### src/rtl/pdm_demod.sv
// pdm_demod: generates the PDM bit clock, samples a 1-bit PDM stream and
// decimates it through a 2nd-order CIC (sinc^2) into signed PCM samples.
// Pipeline after the last integrated bit of a period:
//   dec strobe -> comb1 register -> comb2 register -> scale/saturate register
module pdm_demod #(
  parameter int SAMPLE_BITS = 12,
  parameter int DEC_BITS    = 6,
  parameter int CLK_DIV     = 4
) (
  input  logic                          clk,
  input  logic                          resetn,
  input  logic                          pdm_in,
  output logic                          pdm_clk,
  output logic signed [SAMPLE_BITS-1:0] dout,
  output logic                          dout_valid
);

  localparam int W     = 2*DEC_BITS + 1;
  localparam int DIVW  = (CLK_DIV > 2) ? $clog2(CLK_DIV) : 1;
  localparam int SHIFT = 2*DEC_BITS - SAMPLE_BITS;

  localparam logic [DIVW-1:0] DIV_LAST = DIVW'(CLK_DIV - 1);
  localparam logic [DIVW-1:0] DIV_HALF = DIVW'(CLK_DIV / 2);
  localparam logic [W:0]      CENTER   = (W+1)'(2**(2*DEC_BITS-1));
  localparam logic signed [W:0] SAT_MAX = (W+1)'(2**(SAMPLE_BITS-1) - 1);
  localparam logic signed [W:0] SAT_MIN = (W+1)'(-(2**(SAMPLE_BITS-1)));

  logic [1:0]          sync_q;
  logic                pdm_s;
  logic [DIVW-1:0]     div_q, div_d;
  logic                pdm_clk_q, pdm_clk_d;
  logic                ce;
  logic [W-1:0]        i1_q, i1_d;
  logic [W-1:0]        i2_q, i2_d;
  logic [DEC_BITS-1:0] dcnt_q, dcnt_d;
  logic                dec_q, dec_d;
  logic [1:0]          warm_q, warm_d;
  logic [W-1:0]        i2_dly_q, i2_dly_d;
  logic [W-1:0]        c1_q, c1_d;
  logic                p1_q, p1_d;
  logic                en1_q, en1_d;
  logic [W-1:0]        c1_dly_q, c1_dly_d;
  logic [W-1:0]        c2_q, c2_d;
  logic                p2_q, p2_d;
  logic                en2_q, en2_d;
  logic signed [SAMPLE_BITS-1:0] dout_q, dout_d;
  logic                valid_q, valid_d;

  logic signed [W:0]   centered;
  logic signed [W:0]   shifted;
  logic signed [W:0]   sat;

  assign pdm_s      = sync_q[1];
  assign ce         = (div_q == DIV_LAST);
  assign pdm_clk    = pdm_clk_q;
  assign dout       = dout_q;
  assign dout_valid = valid_q;

  // Two-flop synchronizer for the asynchronous PDM data pin.
  always_ff @(posedge clk or negedge resetn) begin
    if (!resetn) sync_q <= 2'b00;
    else         sync_q <= {sync_q[0], pdm_in};
  end

  // Divider, integrators, decimation counter and warm-up tracking.
  always_comb begin
    div_d     = ce ? '0 : div_q + DIVW'(1);
    pdm_clk_d = (div_d >= DIV_HALF);
    i1_d      = i1_q;
    i2_d      = i2_q;
    dcnt_d    = dcnt_q;
    dec_d     = 1'b0;
    warm_d    = warm_q;
    if (ce) begin
      i1_d   = i1_q + W'(pdm_s);
      i2_d   = i2_q + i1_d;
      dcnt_d = dcnt_q + DEC_BITS'(1);
      dec_d  = (dcnt_q == '1);
    end
    if (dec_q && (warm_q != 2'd2)) warm_d = warm_q + 2'd1;
  end

  // Comb pipeline and output scaling; history registers move only on
  // their own pipeline pulse, so the comb sees one sample per period.
  always_comb begin
    i2_dly_d = i2_dly_q;
    c1_d     = c1_q;
    c1_dly_d = c1_dly_q;
    c2_d     = c2_q;
    p1_d     = dec_q;
    en1_d    = dec_q && (warm_q == 2'd2);
    p2_d     = p1_q;
    en2_d    = p1_q && en1_q;
    if (dec_q) begin
      c1_d     = i2_q - i2_dly_q;
      i2_dly_d = i2_q;
    end
    if (p1_q) begin
      c2_d     = c1_q - c1_dly_q;
      c1_dly_d = c1_q;
    end
    centered = $signed({1'b0, c2_q} - CENTER);
    shifted  = centered >>> SHIFT;
    if (shifted > SAT_MAX)      sat = SAT_MAX;
    else if (shifted < SAT_MIN) sat = SAT_MIN;
    else                        sat = shifted;
    valid_d = p2_q && en2_q;
    dout_d  = valid_d ? sat[SAMPLE_BITS-1:0] : dout_q;
  end

  // State registers.
  always_ff @(posedge clk or negedge resetn) begin
    if (!resetn) begin
      div_q     <= '0;
      pdm_clk_q <= 1'b0;
      i1_q      <= '0;
      i2_q      <= '0;
      dcnt_q    <= '0;
      dec_q     <= 1'b0;
      warm_q    <= 2'd0;
      i2_dly_q  <= '0;
      c1_q      <= '0;
      p1_q      <= 1'b0;
      en1_q     <= 1'b0;
      c1_dly_q  <= '0;
      c2_q      <= '0;
      p2_q      <= 1'b0;
      en2_q     <= 1'b0;
      dout_q    <= '0;
      valid_q   <= 1'b0;
    end else begin
      div_q     <= div_d;
      pdm_clk_q <= pdm_clk_d;
      i1_q      <= i1_d;
      i2_q      <= i2_d;
      dcnt_q    <= dcnt_d;
      dec_q     <= dec_d;
      warm_q    <= warm_d;
      i2_dly_q  <= i2_dly_d;
      c1_q      <= c1_d;
      p1_q      <= p1_d;
      en1_q     <= en1_d;
      c1_dly_q  <= c1_dly_d;
      c2_q      <= c2_d;
      p2_q      <= p2_d;
      en2_q     <= en2_d;
      dout_q    <= dout_d;
      valid_q   <= valid_d;
    end
  end

endmodule
### config.mk
export PLATFORM = sky130hd
export DESIGN_NAME = pdm_demod
export DESIGN_NICKNAME = d
export VERILOG_FILES = /design/src/rtl/pdm_demod.sv
export SDC_FILE = /design/constraint.sdc
export NUM_CORES = 1
export LEC_CHECK = 0
export BUFFER_PORTS_ARGS = -buffer_cell sky130_fd_sc_hd__buf_2
export CORE_ASPECT_RATIO = 1.1
export CORE_UTILIZATION = 30
export DETAILED_ROUTE_END_ITERATION = 16
export HOLD_SLACK_MARGIN = 0.02
export PLACE_DENSITY_LB_ADDON = 0.08
export SYNTH_ARGS = -nofsm -noshare
export SYNTH_HDL_FRONTEND = slang
export SYNTH_SLANG_ARGS = --single-unit
### constraint.sdc
create_clock -name clk -period 3.7 [get_ports clk]
set_clock_uncertainty 0.05 [all_clocks]
set_input_delay 0.74 -clock clk [delete_from_list [all_inputs] [get_ports clk]]
set_output_delay 0.74 -clock clk [all_outputs]
set_load 0.005 [all_outputs]
* Word level (Yosys, flattened, before mapping)
Index checks and enable logic that the tools add are counted.
Storage, ports and cells: logic and storage cells 41, bits in registers 109, bits of input ports 3, output and inout bits 14
Cells by class: multiplexer cells 4, reductions and logical operators 4, add/subtract/negate cells 8, magnitude comparators 3, eq/ne operators 4
Operator list (count):
- 13-bit subtractor | 2
- 12-bit two-way mux | 2
- 14-bit by 12-bit > comparator with 1-bit output, second input constant | 1
- 14-bit by 12-bit less-than comparator with 1-bit output, second input constant | 1
- 13-bit by 12-bit subtractor with 14-bit output, second input constant | 1
- 13-bit by 1-bit adder with 13-bit output | 1
- 13-bit adder | 1
- 6-bit by 1-bit adder with 6-bit output, second input constant | 1
- 6-bit == test, second input constant | 1
- 2-bit by 1-bit adder with 2-bit output, second input constant | 2
- 2-bit == test, second input constant | 2
- 1-bit logical AND | 4
- 2-bit greater-or-equal comparator, second input constant | 1
- 2-bit two-way mux | 1
- 2-bit inequality test, second input constant | 1
- 1-bit two-way mux | 1

* Logic depth before layout (Yosys ltp)
word-level depth 4, gate-level depth with buffers 14, gate-level depth less buffers 13

* Worst setup path after synthesis
OpenSTA, ideal clock, no wires.
kind reg-to-reg, from reg i1_q[0], to reg i2_q[10], arrival 2.637 ns, required time 3.525 ns, cell stages (with the launch flop) 13, library setup time 0.125 ns, slack 0.889 ns, path buffers 1, path through dfrtp_1 -> ha_1 -> ha_1 -> clkbuf_1 -> nand3_1 -> xnor2_1 -> ha_1 -> a2111oi_2 -> o21ai_1 -> a31oi_2 -> o21ai_1 -> xnor2_1 -> mux2_2
Between the ends: word-level cells in the longest chain between the ends 2
RTL lines:
- start, declared | line 33 | logic [W-1:0] i1_q, i1_d;
- start signal, assigned | line 134 | i1_q <= i1_d;
- 13-bit by 1-bit adder with 13-bit output | line 75 | i1_d = i1_q + W'(pdm_s);
- 13-bit adder | line 76 | i2_d = i2_q + i1_d;
- end signal, assigned | line 135 | i2_q <= i2_d;
- end, declared | line 34 | logic [W-1:0] i2_q, i2_d;
Every way passes these cells. A chain may end at the register's enable or synchronous reset.

* Worst setup path in the final report
Ends and elaborated chain as after synthesis.

==> flow_summary.rst <==
.. list-table::
   :header-rows: 1

   * - Metric
     - Value
   * - Run status
     - complete, no violations
   * - Core area
     - 18600 µm²
   * - Post-DRT Antenna Nets
     - 0
   * - Least-Margin Pin Slew
     - 0.797 ns
   * - Average cell area after synthesis
     - 10.6 µm²
   * - Most common cell after layout, fill and taps aside
     - sky130_fd_sc_hd__dfrtp_1
   * - Total leakage power
     - 3.03 nW
   * - Class of the tightest hold or removal check
     - reg2reg
   * - Die Outline Area
     - 19800 µm²
   * - Fraction of layout instances using a drive strength above 1
     - 13.8%
   * - Clock transition time at the flip-flop clock pins of the worst setup and hold paths
     - 0.08 ns
   * - Period minus WS final
     - 3.02 ns
   * - Asr flop ratio synth
     - 100%
   * - Worst-case register-to-register setup slack
     - 0.68 ns
   * - Clock Path Buffers
     - 2
   * - Number of antenna violations at the first check in global routing
     - 0
   * - Number of buffers inserted by hold repair at cts
     - 0
   * - Global-route wire length before repair
     - 19200 µm
   * - Die W
     - 134 µm
   * - Average wire per cell in the routed design
     - 13.4 µm
   * - H-Tree Depth
     - 3
   * - Number of cells on the worst reg-to-reg path
     - 11
   * - End of the worst hold path
     - sync_q[1]
   * - CTS tree
     - done
   * - Largest net degree at the start of global routing
     - 62
   * - Final number of setup-violating endpoints
     - 0
   * - Number of warning messages in the yosys log
     - 0
   * - Unrepaired setup endpoints after global routing
     - no
   * - Clock latency reported for the late side of the worst-skew pair
     - 0.36 ns
   * - Post-synth cell types
     - 54
   * - Final-stage net count
     - 611
   * - Place WS
     - 0.684 ns
   * - Final core area utilization
     - 34.7%
   * - Total global-route track usage
     - 12.3%
   * - Worst setup slack after layout
     - 0.683 ns
   * - Worst-case headroom to the max-slew limit
     - 46.9%
   * - Reg-to-reg startpoint
     - i1_q[0]
   * - Number of global-route vias before repair
     - 3880
   * - Post-DP HPWL
     - 7960 µm
   * - Maximum fanout encountered on the critical timing path
     - 8
   * - CP Class
     - reg2reg
   * - Arrival @ worst endpoint
     - 3.21 ns
   * - Leading cell types in the layout, fill and taps excluded
     - sky130_fd_sc_hd__dfrtp_1 (108), sky130_fd_sc_hd__nand2_1 (50), sky130_fd_sc_hd__ha_1 (45)
   * - CTS Buf Count
     - 9
   * - Hold WS
     - 0.356 ns
   * - Max capacitance violation total
     - 0
   * - I/O pin cnt
     - 17
   * - Starting utilization of the core area
     - 31.0%
   * - Leading register cell type out of synthesis
     - sky130_fd_sc_hd__dfrtp_1
   * - Die Y
     - 147 µm
   * - # Post-CTS Setup Buffers
     - 0
   * - Seq/Total Area, Yosys
     - 46.8%
   * - Synthesis-stage register bit count
     - 108
   * - Number of flops mapped to enable cells by yosys
     - 0
   * - Pins Over Slew Limit
     - 0
   * - Detailed Route Iter0 Violations
     - 127
   * - Clock Tree Root
     - sky130_fd_sc_hd__clkbuf_16
   * - FF/Latch Area
     - 2700 µm²
   * - Final-report hold violation count
     - 0
   * - GR Overflow Total
     - 0
   * - Number of antenna diodes
     - 0
   * - Critical Path Sink Type
     - flop
   * - GP Congestion
     - 0.791
   * - Worst reg2reg path endpoint
     - i2_q[10]
   * - Maximum resistive drop on vdd
     - 243 µV
   * - Synth Instances
     - 544
   * - Number of search-and-repair iterations in the first detailed-routing pass
     - 4
   * - Number of inserted filler cells in the final layout
     - 1924
   * - Portion of the clock cycle consumed by the worst path in the final layout
     - 81.5%
   * - Number of clock sinks
     - 108
   * - Overall power
     - 0.00322 W
   * - Fmax
     - 331 MHz
   * - IO Port Bufs
     - 16
   * - WL final
     - 10900 µm
   * - Resized Gates After CTS
     - 0
   * - Area grow syn2layout
     - 11.9%
   * - Post-Route Setup TNS
     - 0 ns
   * - Overall via count from detail_route
     - 3777
   * - Post-Syn Area
     - 5770 µm²
   * - Total power divided by cell area
     - 498 nW/µm²
   * - Standard-cell row count
     - 52
   * - Via density
     - 4.67
   * - Number of cells on the worst hold path
     - 0
   * - Area taken by multi-input logic gates
     - 2840 µm²
   * - Kind of start point of the critical path
     - flop
   * - Nets in the synthesized netlist
     - 595
   * - DRC
     - 0
   * - Required time of the critical path
     - 3.89 ns
   * - Beginning of the worst hold path
     - sync_q[0]
==> through the flow <==
stage	instances	instance area, µm²
finish	808	6460
global route	808	6460
CTS	808	6460
detailed placement	792	6140
global placement	792	6140
floorplan	544	5770
==> state kept, by name (all words and copies together) (netlist names) <==
register / cells
c1_dly_q: 13
c1_q: 13
c2_q: 13
dcnt_q: 6
dec_q: 1
div_q: 2
dout: 12
dout_valid: 1
en1_q: 1
en2_q: 1
i1_q: 13
i2_dly_q: 13
i2_q: 13
p1_q: 1
p2_q: 1
sync_q: 2
warm_q: 2
==> kinds of logic after synthesis <==
family	share of synthesized area, %
DFF	46.8
and+or+nand+nor	10.5
AOI/OAI and AO/OA	13.0
xor gates and xnor gates	8.96
buffers and inverters	3.86
adders and majority gates	10.8
muxes	5.96
==> cells in the mapped netlist (all sizes together) (6+ instances only) <==
cell	count	share of area, %
mux2	29	5.8
nor2b	6	0.78
nor3	6	0.52
a21o	7	0.91
dfrtp	108	47
xor2	15	2.3
inv	41	2.7
nand3	9	0.78
o22a	11	1.7
nor2	24	1.6
xnor2	44	6.7
and3	6	0.93
ha	45	9.8
nand2	50	3.3
o21ai	46	4.1
a21oi	21	2.0
nand4	13	1.4
clkbuf	14	0.91
==> worst max-delay path: stages, from the launching register on <==
cell                        delay [ns]
sky130_fd_sc_hd__dfrtp_1          0.35
sky130_fd_sc_hd__ha_1             0.27
sky130_fd_sc_hd__ha_1             0.35
sky130_fd_sc_hd__nand3_1          0.13
sky130_fd_sc_hd__xnor2_1          0.14
sky130_fd_sc_hd__ha_1             0.34
sky130_fd_sc_hd__a2111oi_2        0.38
sky130_fd_sc_hd__o21ai_1          0.17
sky130_fd_sc_hd__a31oi_2          0.24
sky130_fd_sc_hd__o21ai_1          0.10
sky130_fd_sc_hd__xnor2_1          0.13
sky130_fd_sc_hd__mux2_2           0.26
==> power by group <==
part	leakage (nW)	switching, W	internal, W	total (W)
Combinational	1.40	0.000469	0.000400	0.000869
Sequential	1.47	0.0000819	0.00124	0.00132
Clock	0.155	0.000481	0.000544	0.00102
==> per-layer routing <==
metal	global-route usage [%]	up-vias	wire, µm
met3	1.99	12	177
met1	16.0	1816	5310
met5	0	-	0
met2	20.2	25	5170
li1	-	1924	-
met4	5.56	0	202
==> layout make-up <==
| class | count | area share [%] |
|---|---|---|
| timing repair buffer | 22 | 2.17 |
| clock inverter | 7 | 1.36 |
| tap | 243 | 4.71 |
| multi-input combinational | 378 | 44.0 |
| inverter | 41 | 2.38 |
| clock buffer | 9 | 3.49 |
| sequential | 108 | 41.9 |
==> worst max path at each step <==
stage | cells after the start | from | slack, ns | endpoint
CTS | 11 | i1_q[0] | 0.67 | i2_q[10]
finish | 11 | i1_q[0] | 0.68 | i2_q[10]
floorplan | 12 | i1_q[0] | 0.89 | i2_q[10]
global route | 11 | i1_q[0] | 0.45 | i2_q[10]
detailed placement | 11 | i1_q[0] | 0.68 | i2_q[10]
global placement | 13 | i1_q[2] | 0.75 | i2_q[12]
(Power assumes the default switching activity.)
